--- config.mk ---
export PLATFORM = sky130hd
export DESIGN_NAME = rename_regfile_flat
export DESIGN_NICKNAME = d
export VERILOG_FILES = /design/src/rtl/rename_regfile_if.sv /design/src/rtl/rename_regfile.sv /design/src/flat_wrapper.sv
export SDC_FILE = /design/constraint.sdc
export NUM_CORES = 2
export LEC_CHECK = 0
export ABC_CLOCK_PERIOD_IN_PS = 3050
export BUFFER_PORTS_ARGS = -buffer_cell sky130_fd_sc_hd__buf_2
export CAP_MARGIN = 15
export CORE_MARGIN = 8
export CORE_UTILIZATION = 33
export DETAILED_ROUTE_END_ITERATION = 12
export PLACE_DENSITY = 0.57
export SETUP_SLACK_MARGIN = 0.15
export SLEW_MARGIN = 5
export SYNTH_ARGS = -nofsm -noshare
export SYNTH_HDL_FRONTEND = slang
export SYNTH_SLANG_ARGS = --single-unit
--- constraint.sdc ---
create_clock -name clk -period 3.05 [get_ports clk]
set_clock_uncertainty 0.2 [all_clocks]
set_input_delay 0.4575 -clock clk [delete_from_list [all_inputs] [get_ports clk]]
set_output_delay 0.4575 -clock clk [all_outputs]
set_load 0.05 [all_outputs]
--- src/rtl/rename_regfile_if.sv ---
// rename_regfile_if
// Groups the dispatch, read, commit and checkpoint signals of rename_regfile.
//   master : pipeline side, drives rename/commit/checkpoint controls and read
//            addresses, and receives read results and checkpoint status
//   slave  : register file side, the mirror image of master
// Parameters mirror the register file: DATA_W, TAG_W, NUM_RD, NUM_CKPT.
interface rename_regfile_if #(
    parameter int DATA_W   = 32,
    parameter int TAG_W    = 4,
    parameter int NUM_RD   = 2,
    parameter int NUM_CKPT = 4
);
    localparam int CW = (NUM_CKPT > 1) ? $clog2(NUM_CKPT) : 1;

    logic                     rename_en;
    logic [4:0]               rename_rd;
    logic [TAG_W-1:0]         rename_tag;
    logic [NUM_RD*5-1:0]      rd_addr;
    logic [NUM_RD*DATA_W-1:0] rd_data;
    logic [NUM_RD-1:0]        rd_busy;
    logic [NUM_RD*TAG_W-1:0]  rd_tag;
    logic                     commit_en;
    logic [4:0]               commit_rd;
    logic [TAG_W-1:0]         commit_tag;
    logic [DATA_W-1:0]        commit_data;
    logic                     ckpt_take;
    logic [CW-1:0]            ckpt_id;
    logic                     ckpt_full;
    logic                     ckpt_release;
    logic                     restore_en;
    logic [CW-1:0]            restore_id;
    logic                     flush;

    modport master (
        output rename_en, rename_rd, rename_tag, rd_addr,
        output commit_en, commit_rd, commit_tag, commit_data,
        output ckpt_take, ckpt_release, restore_en, restore_id, flush,
        input  rd_data, rd_busy, rd_tag, ckpt_id, ckpt_full
    );

    modport slave (
        input  rename_en, rename_rd, rename_tag, rd_addr,
        input  commit_en, commit_rd, commit_tag, commit_data,
        input  ckpt_take, ckpt_release, restore_en, restore_id, flush,
        output rd_data, rd_busy, rd_tag, ckpt_id, ckpt_full
    );
endinterface

--- src/rtl/rename_regfile.sv ---
// rename_regfile
// Architectural register file with rename (busy/tag) state for an
// out-of-order core. Each register holds a value, a busy bit and the ROB tag
// of its pending producer. Commits write values and clear busy only when the
// committing tag is still the newest producer. Branch checkpoints snapshot
// the busy/tag tables into a circular FIFO of slots for mispredict recovery.
// Ports:
//   clk  - rising-edge clock
//   rst  - asynchronous, active-low reset
//   bus  - rename_regfile_if.slave: rename, read ports, commit, checkpoint
//          take/release/restore and flush
// Build option:
//   RF_CKPT_EN - when defined, checkpoint slots are implemented; otherwise
//                ckpt_id/ckpt_full read 0, take/release are ignored and
//                restore_en clears all busy bits like a flush.
module rename_regfile #(
    parameter int NUM_REGS = 32,
    parameter int DATA_W   = 32,
    parameter int TAG_W    = 4,
    parameter int NUM_RD   = 2,
    parameter int NUM_CKPT = 4
) (
    input  logic            clk,
    input  logic            rst,
    rename_regfile_if.slave bus
);
    localparam int CW = (NUM_CKPT > 1) ? $clog2(NUM_CKPT) : 1;

    logic [DATA_W-1:0]   val_q [NUM_REGS];
    logic [NUM_REGS-1:0] busy_q, busy_d, busyNorm;
    logic [TAG_W-1:0]    tag_q [NUM_REGS];
    logic [TAG_W-1:0]    tag_d [NUM_REGS];
    logic [TAG_W-1:0]    tagNorm [NUM_REGS];
    logic                commitHit;

    // Commits to x0 are dropped everywhere.
    assign commitHit = bus.commit_en && (bus.commit_rd != 5'd0);

    // Read ports see pre-edge state plus a commit bypass; a bypassed commit
    // only drops busy when it is still the register's newest producer.
    always_comb begin
        bus.rd_data = '0;
        bus.rd_busy = '0;
        bus.rd_tag  = '0;
        for (int p = 0; p < NUM_RD; p++) begin
            if (bus.rd_addr[p*5 +: 5] != 5'd0) begin
                bus.rd_data[p*DATA_W +: DATA_W] = val_q[bus.rd_addr[p*5 +: 5]];
                bus.rd_busy[p]                  = busy_q[bus.rd_addr[p*5 +: 5]];
                bus.rd_tag[p*TAG_W +: TAG_W]    = tag_q[bus.rd_addr[p*5 +: 5]];
                if (commitHit && bus.commit_rd == bus.rd_addr[p*5 +: 5]) begin
                    bus.rd_data[p*DATA_W +: DATA_W] = bus.commit_data;
                    if (tag_q[bus.rd_addr[p*5 +: 5]] == bus.commit_tag) begin
                        bus.rd_busy[p] = 1'b0;
                    end
                end
            end
        end
    end

    // Normal-path next busy/tag tables: commit clear first, then rename, so a
    // same-cycle rename of the committed register keeps it busy.
    always_comb begin
        busyNorm = busy_q;
        for (int r = 0; r < NUM_REGS; r++) begin
            tagNorm[r] = tag_q[r];
        end
        if (commitHit && busy_q[bus.commit_rd] && tag_q[bus.commit_rd] == bus.commit_tag) begin
            busyNorm[bus.commit_rd] = 1'b0;
        end
        if (bus.rename_en && bus.rename_rd != 5'd0) begin
            busyNorm[bus.rename_rd] = 1'b1;
            tagNorm[bus.rename_rd]  = bus.rename_tag;
        end
    end

`ifdef RF_CKPT_EN
    localparam logic [CW:0] CNT_FULL = (CW+1)'(NUM_CKPT);
    localparam logic [CW:0] CNT_ONE  = (CW+1)'(1);

    logic [CW-1:0]       head_q, head_d, tail_q, tail_d, restoreOfs;
    logic [CW:0]         count_q, count_d;
    logic [NUM_REGS-1:0] slotBusy_q [NUM_CKPT];
    logic [NUM_REGS-1:0] slotBusy_d [NUM_CKPT];
    logic [TAG_W-1:0]    slotTag_q [NUM_CKPT][NUM_REGS];
    logic [TAG_W-1:0]    slotTag_d [NUM_CKPT][NUM_REGS];
    logic [NUM_CKPT-1:0] slotLive;
    logic                restoreOk, doTake, doRelease;

    // A slot is live when its distance from head (mod NUM_CKPT) is below count.
    always_comb begin
        for (int s = 0; s < NUM_CKPT; s++) begin
            slotLive[s] = {1'b0, CW'(s) - head_q} < count_q;
        end
        restoreOfs = bus.restore_id - head_q;
        restoreOk  = bus.restore_en && ({1'b0, restoreOfs} < count_q);
        doTake     = bus.ckpt_take && (count_q != CNT_FULL);
        doRelease  = bus.ckpt_release && (count_q != '0);
    end

    // Next state with priority flush > restore > rename/take/release. Live
    // slots always see the commit clear so a later restore never resurrects a
    // producer that has already written back.
    always_comb begin
        busy_d  = busyNorm;
        head_d  = head_q;
        tail_d  = tail_q;
        count_d = count_q;
        for (int r = 0; r < NUM_REGS; r++) begin
            tag_d[r] = tagNorm[r];
        end
        for (int s = 0; s < NUM_CKPT; s++) begin
            slotBusy_d[s] = slotBusy_q[s];
            for (int r = 0; r < NUM_REGS; r++) begin
                slotTag_d[s][r] = slotTag_q[s][r];
            end
            if (slotLive[s] && commitHit && slotBusy_q[s][bus.commit_rd]
                && slotTag_q[s][bus.commit_rd] == bus.commit_tag) begin
                slotBusy_d[s][bus.commit_rd] = 1'b0;
            end
        end
        if (bus.flush) begin
            busy_d  = '0;
            head_d  = '0;
            tail_d  = '0;
            count_d = '0;
            for (int r = 0; r < NUM_REGS; r++) begin
                tag_d[r] = tag_q[r];
            end
        end else if (restoreOk) begin
            busy_d  = slotBusy_d[bus.restore_id];
            tail_d  = bus.restore_id;
            count_d = {1'b0, restoreOfs};
            for (int r = 0; r < NUM_REGS; r++) begin
                tag_d[r] = slotTag_q[bus.restore_id][r];
            end
        end else begin
            if (doTake) begin
                slotBusy_d[tail_q] = busyNorm;
                for (int r = 0; r < NUM_REGS; r++) begin
                    slotTag_d[tail_q][r] = tagNorm[r];
                end
                tail_d = tail_q + CW'(1);
            end
            if (doRelease) begin
                head_d = head_q + CW'(1);
            end
            if (doTake && !doRelease) begin
                count_d = count_q + CNT_ONE;
            end else if (!doTake && doRelease) begin
                count_d = count_q - CNT_ONE;
            end
        end
    end

    // Checkpoint storage and FIFO pointers.
    always_ff @(posedge clk or negedge rst) begin
        if (!rst) begin
            head_q  <= '0;
            tail_q  <= '0;
            count_q <= '0;
            for (int s = 0; s < NUM_CKPT; s++) begin
                slotBusy_q[s] <= '0;
                for (int r = 0; r < NUM_REGS; r++) begin
                    slotTag_q[s][r] <= '0;
                end
            end
        end else begin
            head_q  <= head_d;
            tail_q  <= tail_d;
            count_q <= count_d;
            for (int s = 0; s < NUM_CKPT; s++) begin
                slotBusy_q[s] <= slotBusy_d[s];
                for (int r = 0; r < NUM_REGS; r++) begin
                    slotTag_q[s][r] <= slotTag_d[s][r];
                end
            end
        end
    end

    assign bus.ckpt_id   = tail_q;
    assign bus.ckpt_full = (count_q == CNT_FULL);
`else
    logic unusedCkptInputs;

    // Without checkpoints a restore can only recover by dropping all pending
    // producers, exactly like a flush.
    always_comb begin
        busy_d = busyNorm;
        for (int r = 0; r < NUM_REGS; r++) begin
            tag_d[r] = tagNorm[r];
        end
        if (bus.flush || bus.restore_en) begin
            busy_d = '0;
            for (int r = 0; r < NUM_REGS; r++) begin
                tag_d[r] = tag_q[r];
            end
        end
    end

    assign unusedCkptInputs = ^{bus.ckpt_take, bus.ckpt_release, bus.restore_id};
    assign bus.ckpt_id      = CW'(0);
    assign bus.ckpt_full    = 1'b0;
`endif

    // Register values, busy bits and tags. The commit value write is never
    // suppressed by flush or restore.
    always_ff @(posedge clk or negedge rst) begin
        if (!rst) begin
            busy_q <= '0;
            for (int r = 0; r < NUM_REGS; r++) begin
                val_q[r] <= '0;
                tag_q[r] <= '0;
            end
        end else begin
            busy_q <= busy_d;
            for (int r = 0; r < NUM_REGS; r++) begin
                tag_q[r] <= tag_d[r];
            end
            if (commitHit) begin
                val_q[bus.commit_rd] <= bus.commit_data;
            end
        end
    end
endmodule

--- src/flat_wrapper.sv ---
// flat-port wrapper written by rule: the top's interface ports become plain ports
module rename_regfile_flat 
#(
    parameter int NUM_REGS = 32,
    parameter int DATA_W   = 32,
    parameter int TAG_W    = 4,
    parameter int NUM_RD   = 2,
    parameter int NUM_CKPT = 4
)
  (clk, rst, bus_rename_en, bus_rename_rd, bus_rename_tag, bus_rd_addr, bus_commit_en, bus_commit_rd, bus_commit_tag, bus_commit_data, bus_ckpt_take, bus_ckpt_release, bus_restore_en, bus_restore_id, bus_flush, bus_rd_data, bus_rd_busy, bus_rd_tag, bus_ckpt_id, bus_ckpt_full);
  rename_regfile_if #(.DATA_W(DATA_W), .TAG_W(TAG_W), .NUM_RD(NUM_RD), .NUM_CKPT(NUM_CKPT)) bus_i ();
  input  logic clk;
  input  logic rst;
  input wire logic [$bits(bus_i.rename_en)-1:0] bus_rename_en;
  input wire logic [$bits(bus_i.rename_rd)-1:0] bus_rename_rd;
  input wire logic [$bits(bus_i.rename_tag)-1:0] bus_rename_tag;
  input wire logic [$bits(bus_i.rd_addr)-1:0] bus_rd_addr;
  input wire logic [$bits(bus_i.commit_en)-1:0] bus_commit_en;
  input wire logic [$bits(bus_i.commit_rd)-1:0] bus_commit_rd;
  input wire logic [$bits(bus_i.commit_tag)-1:0] bus_commit_tag;
  input wire logic [$bits(bus_i.commit_data)-1:0] bus_commit_data;
  input wire logic [$bits(bus_i.ckpt_take)-1:0] bus_ckpt_take;
  input wire logic [$bits(bus_i.ckpt_release)-1:0] bus_ckpt_release;
  input wire logic [$bits(bus_i.restore_en)-1:0] bus_restore_en;
  input wire logic [$bits(bus_i.restore_id)-1:0] bus_restore_id;
  input wire logic [$bits(bus_i.flush)-1:0] bus_flush;
  output wire logic [$bits(bus_i.rd_data)-1:0] bus_rd_data;
  output wire logic [$bits(bus_i.rd_busy)-1:0] bus_rd_busy;
  output wire logic [$bits(bus_i.rd_tag)-1:0] bus_rd_tag;
  output wire logic [$bits(bus_i.ckpt_id)-1:0] bus_ckpt_id;
  output wire logic [$bits(bus_i.ckpt_full)-1:0] bus_ckpt_full;
  assign bus_i.rename_en = bus_rename_en;
  assign bus_i.rename_rd = bus_rename_rd;
  assign bus_i.rename_tag = bus_rename_tag;
  assign bus_i.rd_addr = bus_rd_addr;
  assign bus_i.commit_en = bus_commit_en;
  assign bus_i.commit_rd = bus_commit_rd;
  assign bus_i.commit_tag = bus_commit_tag;
  assign bus_i.commit_data = bus_commit_data;
  assign bus_i.ckpt_take = bus_ckpt_take;
  assign bus_i.ckpt_release = bus_ckpt_release;
  assign bus_i.restore_en = bus_restore_en;
  assign bus_i.restore_id = bus_restore_id;
  assign bus_i.flush = bus_flush;
  assign bus_rd_data = bus_i.rd_data;
  assign bus_rd_busy = bus_i.rd_busy;
  assign bus_rd_tag = bus_i.rd_tag;
  assign bus_ckpt_id = bus_i.ckpt_id;
  assign bus_ckpt_full = bus_i.ckpt_full;
  rename_regfile #(.NUM_REGS(NUM_REGS), .DATA_W(DATA_W), .TAG_W(TAG_W), .NUM_RD(NUM_RD), .NUM_CKPT(NUM_CKPT)) u_core (.clk(clk), .rst(rst), .bus(bus_i));
endmodule
Word-level counts from Yosys, hierarchy flattened
Cells that the tools add are included.

word-level totals
  register bits after elaboration = 1,184
  latch bits = 0
  RAM bits = 0
  memory bits (read-only) = 0
  bits of input ports = 70
  output and inout port bits = 77
  word-level logic and storage cells = 152
  memories kept = 0

operators by class
  add/sub/neg operators = 0
  multipliers = 0
  div/mod/pow operators = 0
  magnitude comparators = 12
  equal/unequal tests = 5
  shifts and indexed selects = 0
  muxes and demuxes = 46
  bitwise gates (word level) = 8
  reduce and logical (&&, ||, !) cells = 16

operator list
  operator                                                                             number
  1024-bit bitwise mux                                                                 1
  32-bit 2-to-1 mux                                                                    12
  32-bit binary-select mux with 5-bit select                                           2
  32-bit demux with 5-bit select                                                       1
  128-bit bitwise mux                                                                  1
  4-bit binary-select mux with 5-bit select                                            3
  4-bit 2-to-1 mux                                                                     9
  32-bit bitwise AND                                                                   1
  32-bit NOT                                                                           1
  32-bit bitwise OR                                                                    1
  6-bit greater-or-equal comparator, second input constant                             4
  5-bit by 6-bit less-than comparator with 1-bit output, second input constant         4
  5-bit NOT with 6-bit output                                                          4
  4-bit demux with 5-bit select                                                        1
  5-bit nonzero test                                                                   4
  1-bit binary-select mux with 5-bit select                                            3
  4-bit == test                                                                        3
  6-bit by 1-bit less-than comparator with 1-bit output, second input constant         2
  1-bit 2-to-1 mux                                                                     11
  1-bit demux with 5-bit select                                                        2
  5-bit == test                                                                        2
  5-bit by 1-bit greater-or-equal comparator with 1-bit output, second input constant  2
  1-bit logical AND                                                                    10
  2-bit AND reduction                                                                  1
  2 further kinds                                                                      2

Depth between registers and ports, before layout
  depth in word-level cells = 10
  mapped depth = 12
  mapped depth without buffers = 7

Least setup slack after synthesis
Ideal clock, no wire load.

  path type = in2out
  start point = input bus_rd_addr[6]
  end point = output bus_rd_data[63]
  arrival time = 3.512 ns
  data required time = 2.392 ns
  setup slack = -1.119 ns
  stages on the path = 8
  buffers on the path = 4
  cell sequence = buf_2 > buf_2 > clkbuf_1 > clkbuf_1 > mux4_2 > mux2i_1 > mux4_2 > a211oi_1

between the ends
  longest elaborated chain between the ends = 6

RTL lines
  item                                                   RTL line              text
  start: declaration                                     flat_wrapper.sv:17    input wire logic [$bits(bus_i.rd_addr)-1:0] bus_rd_addr;
  5-bit NOT with 6-bit output (implied by the code)      rename_regfile.sv:47  bus.rd_data[p*DATA_W +: DATA_W] = val_q[bus.rd_addr[p*5 +: 5]];
  32-bit binary-select mux with 5-bit select             rename_regfile.sv:47
  32-bit 2-to-1 mux (implied by the code) (2 in series)  rename_regfile.sv:47
  32-bit 2-to-1 mux                                      rename_regfile.sv:50  if (commitHit && bus.commit_rd == bus.rd_addr[p*5 +: 5]) begin
  32-bit 2-to-1 mux *                                    rename_regfile.sv:46  if (bus.rd_addr[p*5 +: 5] != 5'd0) begin
  end: declaration                                       flat_wrapper.sv:27    output wire logic [$bits(bus_i.rd_data)-1:0] bus_rd_data;

Mark *: on every way between the ends. The rest lies on a longest branch, timed or not. The select of a mux whose other input is x is not followed.

Final worst setup path
  start point = register u_core.tag_q[102] (netlist name)
  end point = output bus_rd_busy[1]

between the ends
  longest elaborated chain between the ends = 7

RTL lines
  item                                                  RTL line               text
  start: declaration                                    rename_regfile.sv:31   logic [TAG_W-1:0] tag_q [NUM_REGS];
  start signal: indexed assignment                      rename_regfile.sv:217  tag_q[r] <= tag_d[r];
  4-bit binary-select mux with 5-bit select             rename_regfile.sv:52   if (tag_q[bus.rd_addr[p*5 +: 5]] == bus.commit_tag) begin
  4-bit 2-to-1 mux (implied by the code) (2 in series)  rename_regfile.sv:52
  4-bit == test                                         rename_regfile.sv:52
  1-bit 2-to-1 mux                                      rename_regfile.sv:52
  1-bit 2-to-1 mux                                      rename_regfile.sv:50
  1-bit 2-to-1 mux                                      rename_regfile.sv:46
  end: declaration                                      flat_wrapper.sv:28     output wire logic [$bits(bus_i.rd_busy)-1:0] bus_rd_busy;

Every way passes these cells. The select of a mux whose other input is x is not followed.

==> results_dict.tcl <==
set metrics [dict create \
    run_status "finished, violations left" \
    violations "setup timing" \
    vias_per_cell 5.83 \
    edff_count_synth 0 \
    ff2ff_path_depth 11 \
    rsz_0062_raised_after_global_routing "true" \
    floorplan.die.height_um 462 \
    io_pins 147 \
    dpl_cell_area_um2 75900 \
    chipWidth_um 462 \
    synth-compound-area-share_pct 3.27 \
    first_global_vias 46665 \
    leakagePower_nw 35.7 \
    most-common-layout-cells "sky130_fd_sc_hd__dfrtp_1, sky130_fd_sc_hd__mux2_2, sky130_fd_sc_hd__mux4_2, sky130_fd_sc_hd__buf_4, sky130_fd_sc_hd__mux2i_1" \
    period_needed_ns 3.98 \
    achievable-frequency_ghz 0.251 \
    worst_skew_pair.late_latency_ns 0.82 \
    irDropWorstVdd_mv 0.599 \
    number_of_standard_cell_rows_in_the_floorplan 163 \
    critPathKind "reg2out" \
    cts_bufs_inserted 138 \
    r2r_slack_ns 0.08 \
    hold_path.class "in2reg" \
    synthXorXnorAreaFrac_pct 0.239 \
    sequential_to_total_area_share_from_yosys_stat_pct 45.2 \
    place.gp.congestion 0.906 \
    synth_warnings 0 \
    register_clock_pin_slew_on_the_reported_worst_setup_and_hold_paths_ns 0.06 \
    globalRouteTotalUtil_pct 21.5 \
    clock_tree.buffer_depth 3 \
    die_footprint_um2 213000 \
    postSynthCellCount 4466 \
    dp_cells 7342 \
    ys_seq_elements 1184 \
    setup.worst_path.start_class "register" \
    numPortBuffers 139 \
    global_route.overflow_total 0 \
    clock-root-buffer "sky130_fd_sc_hd__clkbuf_16" \
    avg_cell_area_syn_um2 14.7 \
    worst_slew_margin_rel_pct 46.0 \
    core_um2 197000 \
    synth.distinct_cells 64 \
    grt_max_degree 110 \
    worst_setup_path_endpoint "bus_rd_busy[1]" \
    place.detailed.hpwl_um 147000 \
    post_synthesis_share_of_cell_area_spent_on_and_or_nand_and_nor_gates_pct 3.29 \
    setup_viol_count_final 74 \
    layoutNonFillerInstCount 7729 \
    drt_drc_violations_left 0 \
    cts.htree.levels 4 \
    fin_nets 5045 \
    crit-reg2reg-launch "u_core.tag_q[52]" \
    first_pass_iters 5 \
    post-route-worst-setup-slack_ns -0.932 \
    holdWs_ns 0.114 \
    postSynth.asyncResetShare_pct 100 \
    crit_path_start "u_core.tag_q[102]" \
    dr.first_iter.drc_count 3843 \
    dominant_combinational_cell_family_by_area_after_synthesis "multiplexers" \
    synthMuxAreaShare_pct 44.7 \
    cts_tree "done" \
    floorplan.initialDensity_pct 33.2 \
    synth_ff_type "sky130_fd_sc_hd__dfrtp_1" \
    min_period_over_period_pct 131 \
    areaGrowthSynthToFinish_pct 28.4 \
    synthAdderAreaFrac_pct 0 \
    fin_area_um2 84200 \
    arrival_ns 3.32 \
    num_vias 45072 \
    worstPathRequired_ns 2.39 \
    maximum_capacitance_violations 0 \
    grt_first_pass_wirelength_um 340000 \
    drtAntennaViolNets 0 \
    synth.cell_area_um2 65500 \
    wire_per_inst_um 30.2 \
    place_worst_setup_slack_ns -0.617 \
    number_of_instances_on_the_worst_hold_path 3 \
    leading_cell_type_in_the_layout_fill_and_taps_excluded "sky130_fd_sc_hd__dfrtp_1" \
    final-hold-violation-count 0 \
    critical_path.max_fanout 4 \
    cp-end-kind "output pin" \
    drive_gt1_share_pct 63.0 \
    grt_antenna_before_repair 6 \
    worst_r2r_endpoint "u_core.busy_q[14]" \
    total_power_per_unit_cell_area_nw_per_um2 603 \
    worst_slew_pin_slew_ns 0.807 \
    cts_sinks 1184 \
    count_of_pins_over_their_slew_limit 0 \
    route.final.wire_length_um 233000 \
]
-- what timing repair did --
action | in CTS | in global routing
hold buffers | 16 | 0
resized for setup | 329 | 140
setup endpoints to repair | 105 | 119
buffers inserted | 65 | 40
endpoints found under the hold margin | 501 | 0
gates cloned | 6 | 6
pin swaps | 82 | 61
-- cells in the mapped netlist, types with 6 or more instances --
| cell type | number | area, um^2 |
|---|---|---|
| sky130_fd_sc_hd__o21ai_0 | 26 | 130 |
| sky130_fd_sc_hd__buf_1 | 56 | 210 |
| sky130_fd_sc_hd__or2_2 | 11 | 68.8 |
| sky130_fd_sc_hd__dfrtp_1 | 1184 | 29600 |
| sky130_fd_sc_hd__xnor2_1 | 8 | 70.1 |
| sky130_fd_sc_hd__xor2_1 | 8 | 70.1 |
| sky130_fd_sc_hd__a31oi_1 | 7 | 43.8 |
| sky130_fd_sc_hd__a221oi_1 | 24 | 210 |
| sky130_fd_sc_hd__mux2i_1 | 251 | 2510 |
| sky130_fd_sc_hd__nor2b_1 | 29 | 181 |
| sky130_fd_sc_hd__buf_6 | 6 | 67.6 |
| sky130_fd_sc_hd__buf_2 | 127 | 636 |
| sky130_fd_sc_hd__nand3b_1 | 9 | 67.6 |
| sky130_fd_sc_hd__nand4_1 | 6 | 37.5 |
| sky130_fd_sc_hd__mux4_2 | 625 | 14100 |
| sky130_fd_sc_hd__nor3b_1 | 7 | 52.6 |
| sky130_fd_sc_hd__a211oi_1 | 76 | 571 |
| sky130_fd_sc_hd__clkbuf_1 | 304 | 1140 |
| sky130_fd_sc_hd__o22ai_1 | 65 | 407 |
| sky130_fd_sc_hd__o211ai_1 | 10 | 75.1 |
| sky130_fd_sc_hd__buf_4 | 8 | 60.1 |
| sky130_fd_sc_hd__nand2b_1 | 6 | 37.5 |
| sky130_fd_sc_hd__nor2_1 | 210 | 788 |
| sky130_fd_sc_hd__nor3_1 | 22 | 110 |
| sky130_fd_sc_hd__a21oi_1 | 59 | 295 |
| sky130_fd_sc_hd__o221ai_1 | 15 | 131 |
| sky130_fd_sc_hd__mux2_2 | 1131 | 12700 |
| sky130_fd_sc_hd__nand2_1 | 55 | 206 |
| sky130_fd_sc_hd__a221o_1 | 8 | 80.1 |
| sky130_fd_sc_hd__nor4_1 | 11 | 68.8 |
| sky130_fd_sc_hd__a22oi_1 | 12 | 90.1 |
| sky130_fd_sc_hd__nand3_1 | 28 | 140 |
-- worst max-delay path, stage by stage (launching register included) --
cell and delay (ns):
sky130_fd_sc_hd__dfrtp_1 0.40, sky130_fd_sc_hd__mux4_2 0.55, sky130_fd_sc_hd__mux4_2 0.53, sky130_fd_sc_hd__mux2i_4 0.22, sky130_fd_sc_hd__a21oi_4 0.11, sky130_fd_sc_hd__o41a_4 0.52
sky130_fd_sc_hd__buf_6 0.16
-- metal layers --
metal  routed length (um)  up-vias  track usage (%)
met2               110000     1734             34.0
met3                16000      386             4.14
li1                     -    18329                -
met5                   41        -                0
met4                 7620        8             6.44
met1               100000    24615             30.1
-- logic make-up (layout without fill, tap and decap cells) --
logic type	Yosys count	after routing
other cells	1	5
flops	1184	1184
xor+xnor	17	17
buf+inv	505	1123
mux	2007	2007
simple gates	437	438
compound gates	315	315
-- where the power goes --
group	internal, mW	switching (mW)
clock	10.4	7.28
combinational	7.28	5.32
sequential	18.4	2.03
-- through the flow --
step | TNS, ns | utilization [%] | total power [mW]
final | -24.50 | 42.6 | 50.8
after global routing | -31.02 | 42.6 | 52.9
after CTS | -28.93 | 42.1 | 50.9
after detailed placement | -46.87 | 38.5 | 32.3
after global placement | -45.14 | 38.5 | 31.9
after floorplan | -0.347 | - | 28.3
-- registers in the layout, summed over array words and instances (netlist names) --
signal / count
u_core.val_q: 1024
u_core.tag_q: 128
u_core.busy_q: 32
-- worst min path at each step --
stage               slack (ns)                 to           startpoint
floorplan                -0.04   u_core.busy_q[0]                  rst
global placement          0.17  u_core.val_q[762]                  rst
detailed placement        0.17  u_core.val_q[762]                  rst
CTS                       0.04  u_core.val_q[741]   bus_commit_data[5]
global route               0.1  u_core.val_q[119]  bus_commit_data[23]
finish                    0.11  u_core.val_q[618]  bus_commit_data[10]
-- final cells by class --
class,count,area (um^2)
Fill cell,17837,113000
Multi-Input combinational cell,2780,36400
Sequential cell,1184,29600
Timing Repair Buffer,867,9960
Clock buffer,196,4060
Tap cell,2640,3300
Clock inverter,56,820
Inverter,4,20.0
Antenna cell,2,5.00
Power figures use the tool's default switching activity.
